$ cat src/rtl/instr_encoder_pkg.sv
// Shared definitions for the instruction encoder: op_sel mnemonics, MIPS opcode/funct
// codes, the NOP word and the descriptor record passed to the encoder.
package instr_encoder_pkg;

  typedef enum logic [4:0] {
    OP_ADD  = 5'd0,
    OP_SUB  = 5'd1,
    OP_AND  = 5'd2,
    OP_OR   = 5'd3,
    OP_SLT  = 5'd4,
    OP_SGT  = 5'd5,
    OP_NOR  = 5'd6,
    OP_XOR  = 5'd7,
    OP_SLL  = 5'd8,
    OP_SRL  = 5'd9,
    OP_JR   = 5'd10,
    OP_ADDI = 5'd11,
    OP_LW   = 5'd12,
    OP_SW   = 5'd13,
    OP_BEQ  = 5'd14,
    OP_BNE  = 5'd15,
    OP_JAL  = 5'd16,
    OP_ORI  = 5'd17,
    OP_XORI = 5'd18,
    OP_ANDI = 5'd19,
    OP_SLTI = 5'd20,
    OP_J    = 5'd21
  } op_e;

  localparam logic [5:0] OPC_RTYPE = 6'h00;
  localparam logic [5:0] OPC_ADDI  = 6'h08;
  localparam logic [5:0] OPC_LW    = 6'h23;
  localparam logic [5:0] OPC_SW    = 6'h2B;
  localparam logic [5:0] OPC_BEQ   = 6'h04;
  localparam logic [5:0] OPC_BNE   = 6'h05;
  localparam logic [5:0] OPC_ORI   = 6'h0D;
  localparam logic [5:0] OPC_XORI  = 6'h16;
  localparam logic [5:0] OPC_ANDI  = 6'h0C;
  localparam logic [5:0] OPC_SLTI  = 6'h0A;
  localparam logic [5:0] OPC_J     = 6'h02;
  localparam logic [5:0] OPC_JAL   = 6'h03;

  localparam logic [5:0] FN_ADD = 6'h20;
  localparam logic [5:0] FN_SUB = 6'h22;
  localparam logic [5:0] FN_AND = 6'h24;
  localparam logic [5:0] FN_OR  = 6'h25;
  localparam logic [5:0] FN_SLT = 6'h2A;
  localparam logic [5:0] FN_SGT = 6'h14;
  localparam logic [5:0] FN_SLL = 6'h00;
  localparam logic [5:0] FN_SRL = 6'h02;
  localparam logic [5:0] FN_NOR = 6'h27;
  localparam logic [5:0] FN_XOR = 6'h15;
  localparam logic [5:0] FN_JR  = 6'h08;

  localparam logic [31:0] NOP_WORD = 32'h0000_0000;

  typedef struct packed {
    logic [4:0]  op_sel;
    logic [4:0]  rs;
    logic [4:0]  rt;
    logic [4:0]  rd;
    logic [4:0]  shamt;
    logic [15:0] imm;
    logic [25:0] target;
  } desc_t;

endpackage

$ cat src/rtl/instr_encoder_if.sv
// Descriptor input, instruction-memory write port and status bundle of instr_encoder.
interface instr_encoder_if #(
  parameter int ADDR_W = 10
);
  logic              start;
  logic              in_valid;
  logic              in_ready;
  logic [4:0]        op_sel;
  logic [4:0]        rs;
  logic [4:0]        rt;
  logic [4:0]        rd;
  logic [4:0]        shamt;
  logic [15:0]       imm;
  logic [25:0]       target;
  logic              last;
  logic              imem_we;
  logic [ADDR_W-1:0] imem_addr;
  logic [31:0]       imem_wdata;
  logic              busy;
  logic              done;
  logic [1:0]        err;
  logic [ADDR_W:0]   count;

  modport master (
    output start, in_valid, op_sel, rs, rt, rd, shamt, imm, target, last,
    input  in_ready, imem_we, imem_addr, imem_wdata, busy, done, err, count
  );

  modport slave (
    input  start, in_valid, op_sel, rs, rt, rd, shamt, imm, target, last,
    output in_ready, imem_we, imem_addr, imem_wdata, busy, done, err, count
  );
endinterface

$ cat src/rtl/instr_encode_comb.sv
// Pure combinational translation of one op descriptor into a 32-bit MIPS word,
// with a legal flag that drops for op_sel codes outside the mnemonic table.
module instr_encode_comb
  import instr_encoder_pkg::*;
(
  input  desc_t       desc,
  output logic [31:0] word,
  output logic        legal
);

  function automatic logic [31:0] r_word(input logic [4:0] rs, input logic [4:0] rt,
                                         input logic [4:0] rd, input logic [4:0] shamt,
                                         input logic [5:0] funct);
    return {OPC_RTYPE, rs, rt, rd, shamt, funct};
  endfunction

  function automatic logic [31:0] i_word(input logic [5:0] opc, input desc_t d);
    return {opc, d.rs, d.rt, d.imm};
  endfunction

  function automatic logic [31:0] j_word(input logic [5:0] opc, input logic [25:0] target);
    return {opc, target};
  endfunction

  // Shifts ignore rs and JR ignores rt/rd/shamt, so those fields are zeroed in the word.
  always_comb begin
    word  = NOP_WORD;
    legal = 1'b1;
    case (desc.op_sel)
      OP_ADD:  word = r_word(desc.rs, desc.rt, desc.rd, desc.shamt, FN_ADD);
      OP_SUB:  word = r_word(desc.rs, desc.rt, desc.rd, desc.shamt, FN_SUB);
      OP_AND:  word = r_word(desc.rs, desc.rt, desc.rd, desc.shamt, FN_AND);
      OP_OR:   word = r_word(desc.rs, desc.rt, desc.rd, desc.shamt, FN_OR);
      OP_SLT:  word = r_word(desc.rs, desc.rt, desc.rd, desc.shamt, FN_SLT);
      OP_SGT:  word = r_word(desc.rs, desc.rt, desc.rd, desc.shamt, FN_SGT);
      OP_NOR:  word = r_word(desc.rs, desc.rt, desc.rd, desc.shamt, FN_NOR);
      OP_XOR:  word = r_word(desc.rs, desc.rt, desc.rd, desc.shamt, FN_XOR);
      OP_SLL:  word = r_word(5'd0, desc.rt, desc.rd, desc.shamt, FN_SLL);
      OP_SRL:  word = r_word(5'd0, desc.rt, desc.rd, desc.shamt, FN_SRL);
      OP_JR:   word = r_word(desc.rs, 5'd0, 5'd0, 5'd0, FN_JR);
      OP_ADDI: word = i_word(OPC_ADDI, desc);
      OP_LW:   word = i_word(OPC_LW, desc);
      OP_SW:   word = i_word(OPC_SW, desc);
      OP_BEQ:  word = i_word(OPC_BEQ, desc);
      OP_BNE:  word = i_word(OPC_BNE, desc);
      OP_ORI:  word = i_word(OPC_ORI, desc);
      OP_XORI: word = i_word(OPC_XORI, desc);
      OP_ANDI: word = i_word(OPC_ANDI, desc);
      OP_SLTI: word = i_word(OPC_SLTI, desc);
      OP_JAL:  word = j_word(OPC_JAL, desc.target);
      OP_J:    word = j_word(OPC_J, desc.target);
      default: legal = 1'b0;
    endcase
  end

endmodule

$ cat src/rtl/instr_encoder.sv
// Load-session controller: accepts op descriptors, encodes them and writes them to
// consecutive instruction-memory addresses. Define INSTR_ENCODER_NOP_PAD_EN to append two NOPs.
module instr_encoder
  import instr_encoder_pkg::*;
#(
  parameter int ADDR_W    = 10,
  parameter int BASE_ADDR = 0
) (
  input  logic           clk,
  input  logic           rst,
  instr_encoder_if.slave bus
);

  localparam logic [1:0] S_IDLE = 2'd0;
  localparam logic [1:0] S_LOAD = 2'd1;
  localparam logic [1:0] S_DONE = 2'd3;
`ifdef INSTR_ENCODER_NOP_PAD_EN
  localparam logic [1:0] S_PAD       = 2'd2;
  localparam logic [1:0] S_LOAD_EXIT = S_PAD;
`else
  localparam logic [1:0] S_LOAD_EXIT = S_DONE;
`endif

  localparam logic [ADDR_W-1:0] ADDR_MAX  = '1;
  localparam logic [ADDR_W-1:0] ADDR_BASE = ADDR_W'(BASE_ADDR);
  localparam logic [ADDR_W-1:0] ADDR_ONE  = ADDR_W'(1);
  localparam logic [ADDR_W:0]   CNT_ONE   = (ADDR_W+1)'(1);

  logic [1:0]        state;
  logic [ADDR_W-1:0] waddr;
  logic [1:0]        err_q;
  logic [ADDR_W:0]   count_q;
`ifdef INSTR_ENCODER_NOP_PAD_EN
  logic              full;
  logic              pad_cnt;
`endif

  desc_t             desc_p0;
  logic [31:0]       word_p0;
  logic              legal_p0;
  logic              accept_p0;
  logic              at_max_p0;

  logic              vld_p1;
  logic [31:0]       wdata_p1;
  logic [ADDR_W-1:0] addr_p1;

  // Stage p0: descriptor capture and encode
  always_comb begin
    desc_p0        = '0;
    desc_p0.op_sel = bus.op_sel;
    desc_p0.rs     = bus.rs;
    desc_p0.rt     = bus.rt;
    desc_p0.rd     = bus.rd;
    desc_p0.shamt  = bus.shamt;
    desc_p0.imm    = bus.imm;
    desc_p0.target = bus.target;
  end

  instr_encode_comb u_encode (
    .desc  (desc_p0),
    .word  (word_p0),
    .legal (legal_p0)
  );

  assign accept_p0 = bus.in_valid & (state == S_LOAD);
  assign at_max_p0 = (waddr == ADDR_MAX);

  // Stage p1: registered memory write and session control
  always_ff @(posedge clk) begin
    if (rst) begin
      state    <= S_IDLE;
      waddr    <= ADDR_BASE;
      err_q    <= 2'b00;
      count_q  <= '0;
      vld_p1   <= 1'b0;
      wdata_p1 <= NOP_WORD;
      addr_p1  <= ADDR_BASE;
`ifdef INSTR_ENCODER_NOP_PAD_EN
      full     <= 1'b0;
      pad_cnt  <= 1'b0;
`endif
    end else begin
      vld_p1 <= 1'b0;
      case (state)
        S_IDLE: begin
          if (bus.start) begin
            state   <= S_LOAD;
            waddr   <= ADDR_BASE;
            err_q   <= 2'b00;
            count_q <= '0;
`ifdef INSTR_ENCODER_NOP_PAD_EN
            full    <= 1'b0;
`endif
          end
        end
        S_LOAD: begin
          if (accept_p0) begin
            if (legal_p0) begin
              vld_p1   <= 1'b1;
              wdata_p1 <= word_p0;
              addr_p1  <= waddr;
              count_q  <= count_q + CNT_ONE;
              // The top address is written once; the session then closes instead of wrapping.
              if (at_max_p0) begin
                if (!bus.last) err_q[1] <= 1'b1;
`ifdef INSTR_ENCODER_NOP_PAD_EN
                full <= 1'b1;
`endif
              end else begin
                waddr <= waddr + ADDR_ONE;
              end
            end else begin
              err_q[0] <= 1'b1;
            end
            if (bus.last || (legal_p0 && at_max_p0)) state <= S_LOAD_EXIT;
          end
        end
`ifdef INSTR_ENCODER_NOP_PAD_EN
        S_PAD: begin
          if (!full) begin
            vld_p1   <= 1'b1;
            wdata_p1 <= NOP_WORD;
            addr_p1  <= waddr;
            count_q  <= count_q + CNT_ONE;
            if (at_max_p0) full  <= 1'b1;
            else           waddr <= waddr + ADDR_ONE;
          end
          if (full || pad_cnt || at_max_p0) begin
            state   <= S_DONE;
            pad_cnt <= 1'b0;
          end else begin
            pad_cnt <= 1'b1;
          end
        end
`endif
        S_DONE:  state <= S_IDLE;
        default: state <= S_IDLE;
      endcase
    end
  end

  // The write strobe is masked by rst so a write already staged is not issued while aborting.
  assign bus.imem_we    = vld_p1 & ~rst;
  assign bus.imem_addr  = addr_p1;
  assign bus.imem_wdata = wdata_p1;
  assign bus.in_ready   = (state == S_LOAD);
  assign bus.busy       = (state != S_IDLE);
  assign bus.done       = (state == S_DONE);
  assign bus.err        = err_q;
  assign bus.count      = count_q;

endmodule

$ cat src/flat_wrapper.sv
// flat-port wrapper written by rule: the top's interface ports become plain ports
module instr_encoder_flat import instr_encoder_pkg::*;
#(
  parameter int ADDR_W    = 10,
  parameter int BASE_ADDR = 0
)
  (clk, rst, bus_start, bus_in_valid, bus_op_sel, bus_rs, bus_rt, bus_rd, bus_shamt, bus_imm, bus_target, bus_last, bus_in_ready, bus_imem_we, bus_imem_addr, bus_imem_wdata, bus_busy, bus_done, bus_err, bus_count);
  instr_encoder_if #(.ADDR_W(ADDR_W)) bus_i ();
  input  logic clk;
  input  logic rst;
  input wire logic [$bits(bus_i.start)-1:0] bus_start;
  input wire logic [$bits(bus_i.in_valid)-1:0] bus_in_valid;
  input wire logic [$bits(bus_i.op_sel)-1:0] bus_op_sel;
  input wire logic [$bits(bus_i.rs)-1:0] bus_rs;
  input wire logic [$bits(bus_i.rt)-1:0] bus_rt;
  input wire logic [$bits(bus_i.rd)-1:0] bus_rd;
  input wire logic [$bits(bus_i.shamt)-1:0] bus_shamt;
  input wire logic [$bits(bus_i.imm)-1:0] bus_imm;
  input wire logic [$bits(bus_i.target)-1:0] bus_target;
  input wire logic [$bits(bus_i.last)-1:0] bus_last;
  output wire logic [$bits(bus_i.in_ready)-1:0] bus_in_ready;
  output wire logic [$bits(bus_i.imem_we)-1:0] bus_imem_we;
  output wire logic [$bits(bus_i.imem_addr)-1:0] bus_imem_addr;
  output wire logic [$bits(bus_i.imem_wdata)-1:0] bus_imem_wdata;
  output wire logic [$bits(bus_i.busy)-1:0] bus_busy;
  output wire logic [$bits(bus_i.done)-1:0] bus_done;
  output wire logic [$bits(bus_i.err)-1:0] bus_err;
  output wire logic [$bits(bus_i.count)-1:0] bus_count;
  assign bus_i.start = bus_start;
  assign bus_i.in_valid = bus_in_valid;
  assign bus_i.op_sel = bus_op_sel;
  assign bus_i.rs = bus_rs;
  assign bus_i.rt = bus_rt;
  assign bus_i.rd = bus_rd;
  assign bus_i.shamt = bus_shamt;
  assign bus_i.imm = bus_imm;
  assign bus_i.target = bus_target;
  assign bus_i.last = bus_last;
  assign bus_in_ready = bus_i.in_ready;
  assign bus_imem_we = bus_i.imem_we;
  assign bus_imem_addr = bus_i.imem_addr;
  assign bus_imem_wdata = bus_i.imem_wdata;
  assign bus_busy = bus_i.busy;
  assign bus_done = bus_i.done;
  assign bus_err = bus_i.err;
  assign bus_count = bus_i.count;
  instr_encoder #(.ADDR_W(ADDR_W), .BASE_ADDR(BASE_ADDR)) u_core (.clk(clk), .rst(rst), .bus(bus_i));
endmodule
$ cat config.mk
export PLATFORM = sky130hd
export DESIGN_NAME = instr_encoder_flat
export DESIGN_NICKNAME = d
export VERILOG_FILES = /design/src/rtl/instr_encoder_pkg.sv /design/src/rtl/instr_encoder_if.sv /design/src/rtl/instr_encode_comb.sv /design/src/rtl/instr_encoder.sv /design/src/flat_wrapper.sv
export SDC_FILE = /design/constraint.sdc
export NUM_CORES = 1
export LEC_CHECK = 0
export CORE_MARGIN = 1
export CORE_UTILIZATION = 30
export CTS_CLUSTER_DIAMETER = 30
export DETAILED_ROUTE_END_ITERATION = 16
export PLACE_DENSITY = 0.65
export SLEW_MARGIN = 30
export SYNTH_ARGS = -nofsm -noshare
export SYNTH_HDL_FRONTEND = slang
export SYNTH_SLANG_ARGS = --single-unit
export TNS_END_PERCENT = 50
$ cat constraint.sdc
create_clock -name clk -period 1.92 [get_ports clk]
set_input_delay 0.288 -clock clk [delete_from_list [all_inputs] [get_ports clk]]
set_output_delay 0.288 -clock clk [all_outputs]
set_load 0.01 [all_outputs]
==> flow_summary.yaml <==
clock_tree:
  htreeDepth: 3
  clock_sinks: 68
  tritoncts: "done"
  cts_buffer_depth: 2
  numCtsBuffers: 9
  insertion_delay_ps: 330
  clk_pin_slew_worst_paths_ps: 60
  post-cts-setup-buffers: 0
  cts-root-buf: "clkbuf_16"
  cts_hold_buf: 0
synthesis:
  ys_seq_area_frac: 0.399
  synth_ff_type: "dfxtp_1"
  netlist_top_cells_count: "dfxtp_1 (68), nand2_1 (54), nor2_1 (54)"
  ys.warnings.count: 0
  syn-cell-area_mm2: 0.00341
  syn-num-nets: 502
  synth.avg_cell_area_um2: 7.97
  synth_top_area_cell: "dfxtp_1"
  ys_seq_elements: 68
  synth.area.top_cells: "dfxtp_1 (40%), nand2_1 (5.9%), nor2_1 (5.9%)"
  synth_cell_types: 52
  syn_inst: 428
  synth_most_common_cell: "dfxtp_1"
  synth_edf_count: 0
  synth.top_cell.area_share: 0.399
  async_flop_share: 0
sta:
  fin_crit_ps: 1820
  fmax_ghz: 0.549
  tightest_slew_ps: 514
  setup_viol: 0
  relSlewSlack: 0.657
  drv_slew: 0
  holdWs_ps: 307
  final-hold-violation-count: 0
  fin_crit_sh: 0.949
  finClkSkew_ps: 8.03
setup_path:
  crit_path_end_kind: "primary output"
  slowest_delay_ps: 550
  path_max_fanout: 8
  crit_required_ps: 1630
  crit_family: "buffers and inverters"
  startpoint_type: "register"
  crit_buf_inv: 2
  r2r_start: "u_core.waddr[0]"
  path_class: "reg -> out"
  crit_path_top_delay_cell: "clkdlybuf4s50_1"
  crit_arrival_ps: 1530
  r2r_slack_ps: 270
  worstReg2RegEnd: "u_core.waddr[5]"
  reg2reg_depth: 7
  crit_chain: "inv_1 > nor2_4 > clkdlybuf4s50_1"
drt:
  drt_pass1_iterations: 5
  via_count: 3799
  via_per_inst: 5.20
  ant_nets: 0
  drt-initial-drc-count: 243
  totalWireLength_um: 11100
  post_drt_wl_per_cell_um: 15.1
  drc: 0
global_routing:
  grt_max_degree: 28
  grt.total_usage: 0.187
  grt_pass1_wl_um: 17400
  grt_pass1_vias: 3566
  overflow: 0
  antenna_found_initial: 0
worst_hold_path:
  min_from: "rst"
  min_to: "u_core.waddr[2]"
  hp-class: "in -> reg"
  hold_depth: 2
flow_run:
  maxCapViolCount: 0
power_and_ir_drop:
  power.internal_mw: 2.77
  leakage_nw: 2.05
  power_density_mw_per_mm2: 674
  sequentialPowerShare: 0.398
  switching_share: 0.253
  ir_drop_v: 0.000410
  pwr-share-clk: 0.422
  p_sw_uw: 940
  combPwrFrac: 0.180
finish:
  area_growth_pct: 61.5
  antenna_cells: 0
  drive_gt1_frac: 0.135
  design_area_mm2: 0.00551
  fillCellCount: 1068
  fin_nets: 660
placed_design:
  port_buffers: 130
  place_congestion: 0.877
  dpl_cell_area_mm2: 0.00519
  detailed_place_hpwl_um: 8390
floorplanning:
  io_pins: 131
  initial_core_util: 0.311
  dieArea_mm2: 0.0118
  die_h_um: 109
  die_w_um: 109
  placementRows: 38
  core_area_mm2: 0.0110
run_status:
  outcome: "finished, final reports clean"
[metrics by stage]
step | instances | setup WS, ps | TNS (ps) | power [mW] | util
after floorplan | 428 | 276 | 0 | 1.78 | -
after global placement | 715 | -245 | -6250 | 2.16 | 0.473
after detailed placement | 715 | -349 | -9310 | 2.17 | 0.473
after CTS | 731 | 22.3 | 0 | 3.75 | 0.500
after global routing | 731 | -2.05 | -2.05 | 3.88 | 0.502
final | 731 | 97.8 | 0 | 3.71 | 0.502
[worst register-to-register path, cell delays in order (launching register included)]
cell,delay [ps]
dfxtp_1,350
ha_1,230
and2_2,260
a32oi_2,170
buf_4,170
a41oi_1,110
o21ai_0,160
o31ai_1,80
[worst max path at each step]
stage                     from                   endpoint  slack, ps  cells past startpoint
3_5_place_dp     bus_op_sel[3]   u_core.bus.imem_wdata[8]       -350                      7
5_1_grt          bus_op_sel[3]   u_core.bus.imem_wdata[3]         -2                      7
6_report       u_core.state[0]               bus_in_ready        100                      3
3_3_place_gp     bus_op_sel[3]  u_core.bus.imem_wdata[14]       -240                      7
2_1_floorplan  u_core.state[0]  u_core.bus.imem_wdata[12]        280                      7
4_1_cts        u_core.state[0]               bus_in_ready         20                      3
[layout by cell type (no fill, tap or decap), types with 4 or more instances in the layout]
cell / count
nand3_1: 10
clkbuf_16: 9
clkdlybuf4s50_1: 128
nand4_1: 10
dfxtp_1: 66
and2_1: 4
nor3_1: 11
o21a_1: 4
nor2b_1: 6
a211oi_1: 20
o21ai_0: 15
buf_4: 42
a31oi_1: 6
nand2b_1: 6
inv_1: 6
xor2_1: 10
a21oi_1: 34
nor2_1: 52
and3_1: 13
buf_12: 7
a221oi_1: 18
nand2_1: 54
[power by group through the flow]
stage	Sequential (mW)	Combinational, mW	Clock (mW)
2_1_floorplan	1.52	0.258	0
3_3_place_gp	1.51	0.655	0
3_5_place_dp	1.51	0.661	0
4_1_cts	1.48	0.666	1.61
5_1_grt	1.48	0.724	1.67
6_report	1.48	0.669	1.57
[final cells by class]
cell class / count / area, um^2 / area share
Clock inverter: 4 / 32.5 / 0.00590
Sequential cell: 68 / 1360 / 0.248
Clock buffer: 12 / 256 / 0.0465
Multi-Input combinational cell: 322 / 1910 / 0.346
Tap cell: 140 / 175 / 0.0318
Timing Repair Buffer: 179 / 1750 / 0.318
Inverter: 6 / 22.5 / 0.00409
[cell families after synthesis]
| group | after synthesis | share of synthesized area |
|---|---|---|
| simple gates | 185 | 0.258 |
| compound gates | 122 | 0.247 |
| flops | 68 | 0.399 |
| buf+inv | 38 | 0.0546 |
| xor+xnor | 11 | 0.0282 |
| mux | 2 | 0.00587 |
| fa+ha+maj | 2 | 0.00733 |
[metal layers]
metal	vias to the layer above	wire, um	track usage
met3	7	669	0.0293
met1	1803	5130	0.257
li1	1864	-	-
met4	0	87	0.0569
met5	-	0	0
met2	125	5160	0.302
[registers in the layout, indices dropped and copies added, names as in the netlist]
| register | cells |
|---|---|
| u_core.bus.imem_wdata | 32 |
| u_core.bus.count | 11 |
| u_core.bus.imem_addr | 10 |
| u_core.waddr | 10 |
| u_core.bus.err | 2 |
| u_core.state | 2 |
| u_core.vld_p1 | 1 |
[what timing repair did]
item	in CTS	in global routing
pin swaps	0	2
resized for setup	3	6
endpoints found under the setup margin	2	25
cloned	0	0
Note: power is estimated with default switching activity, not from simulation.
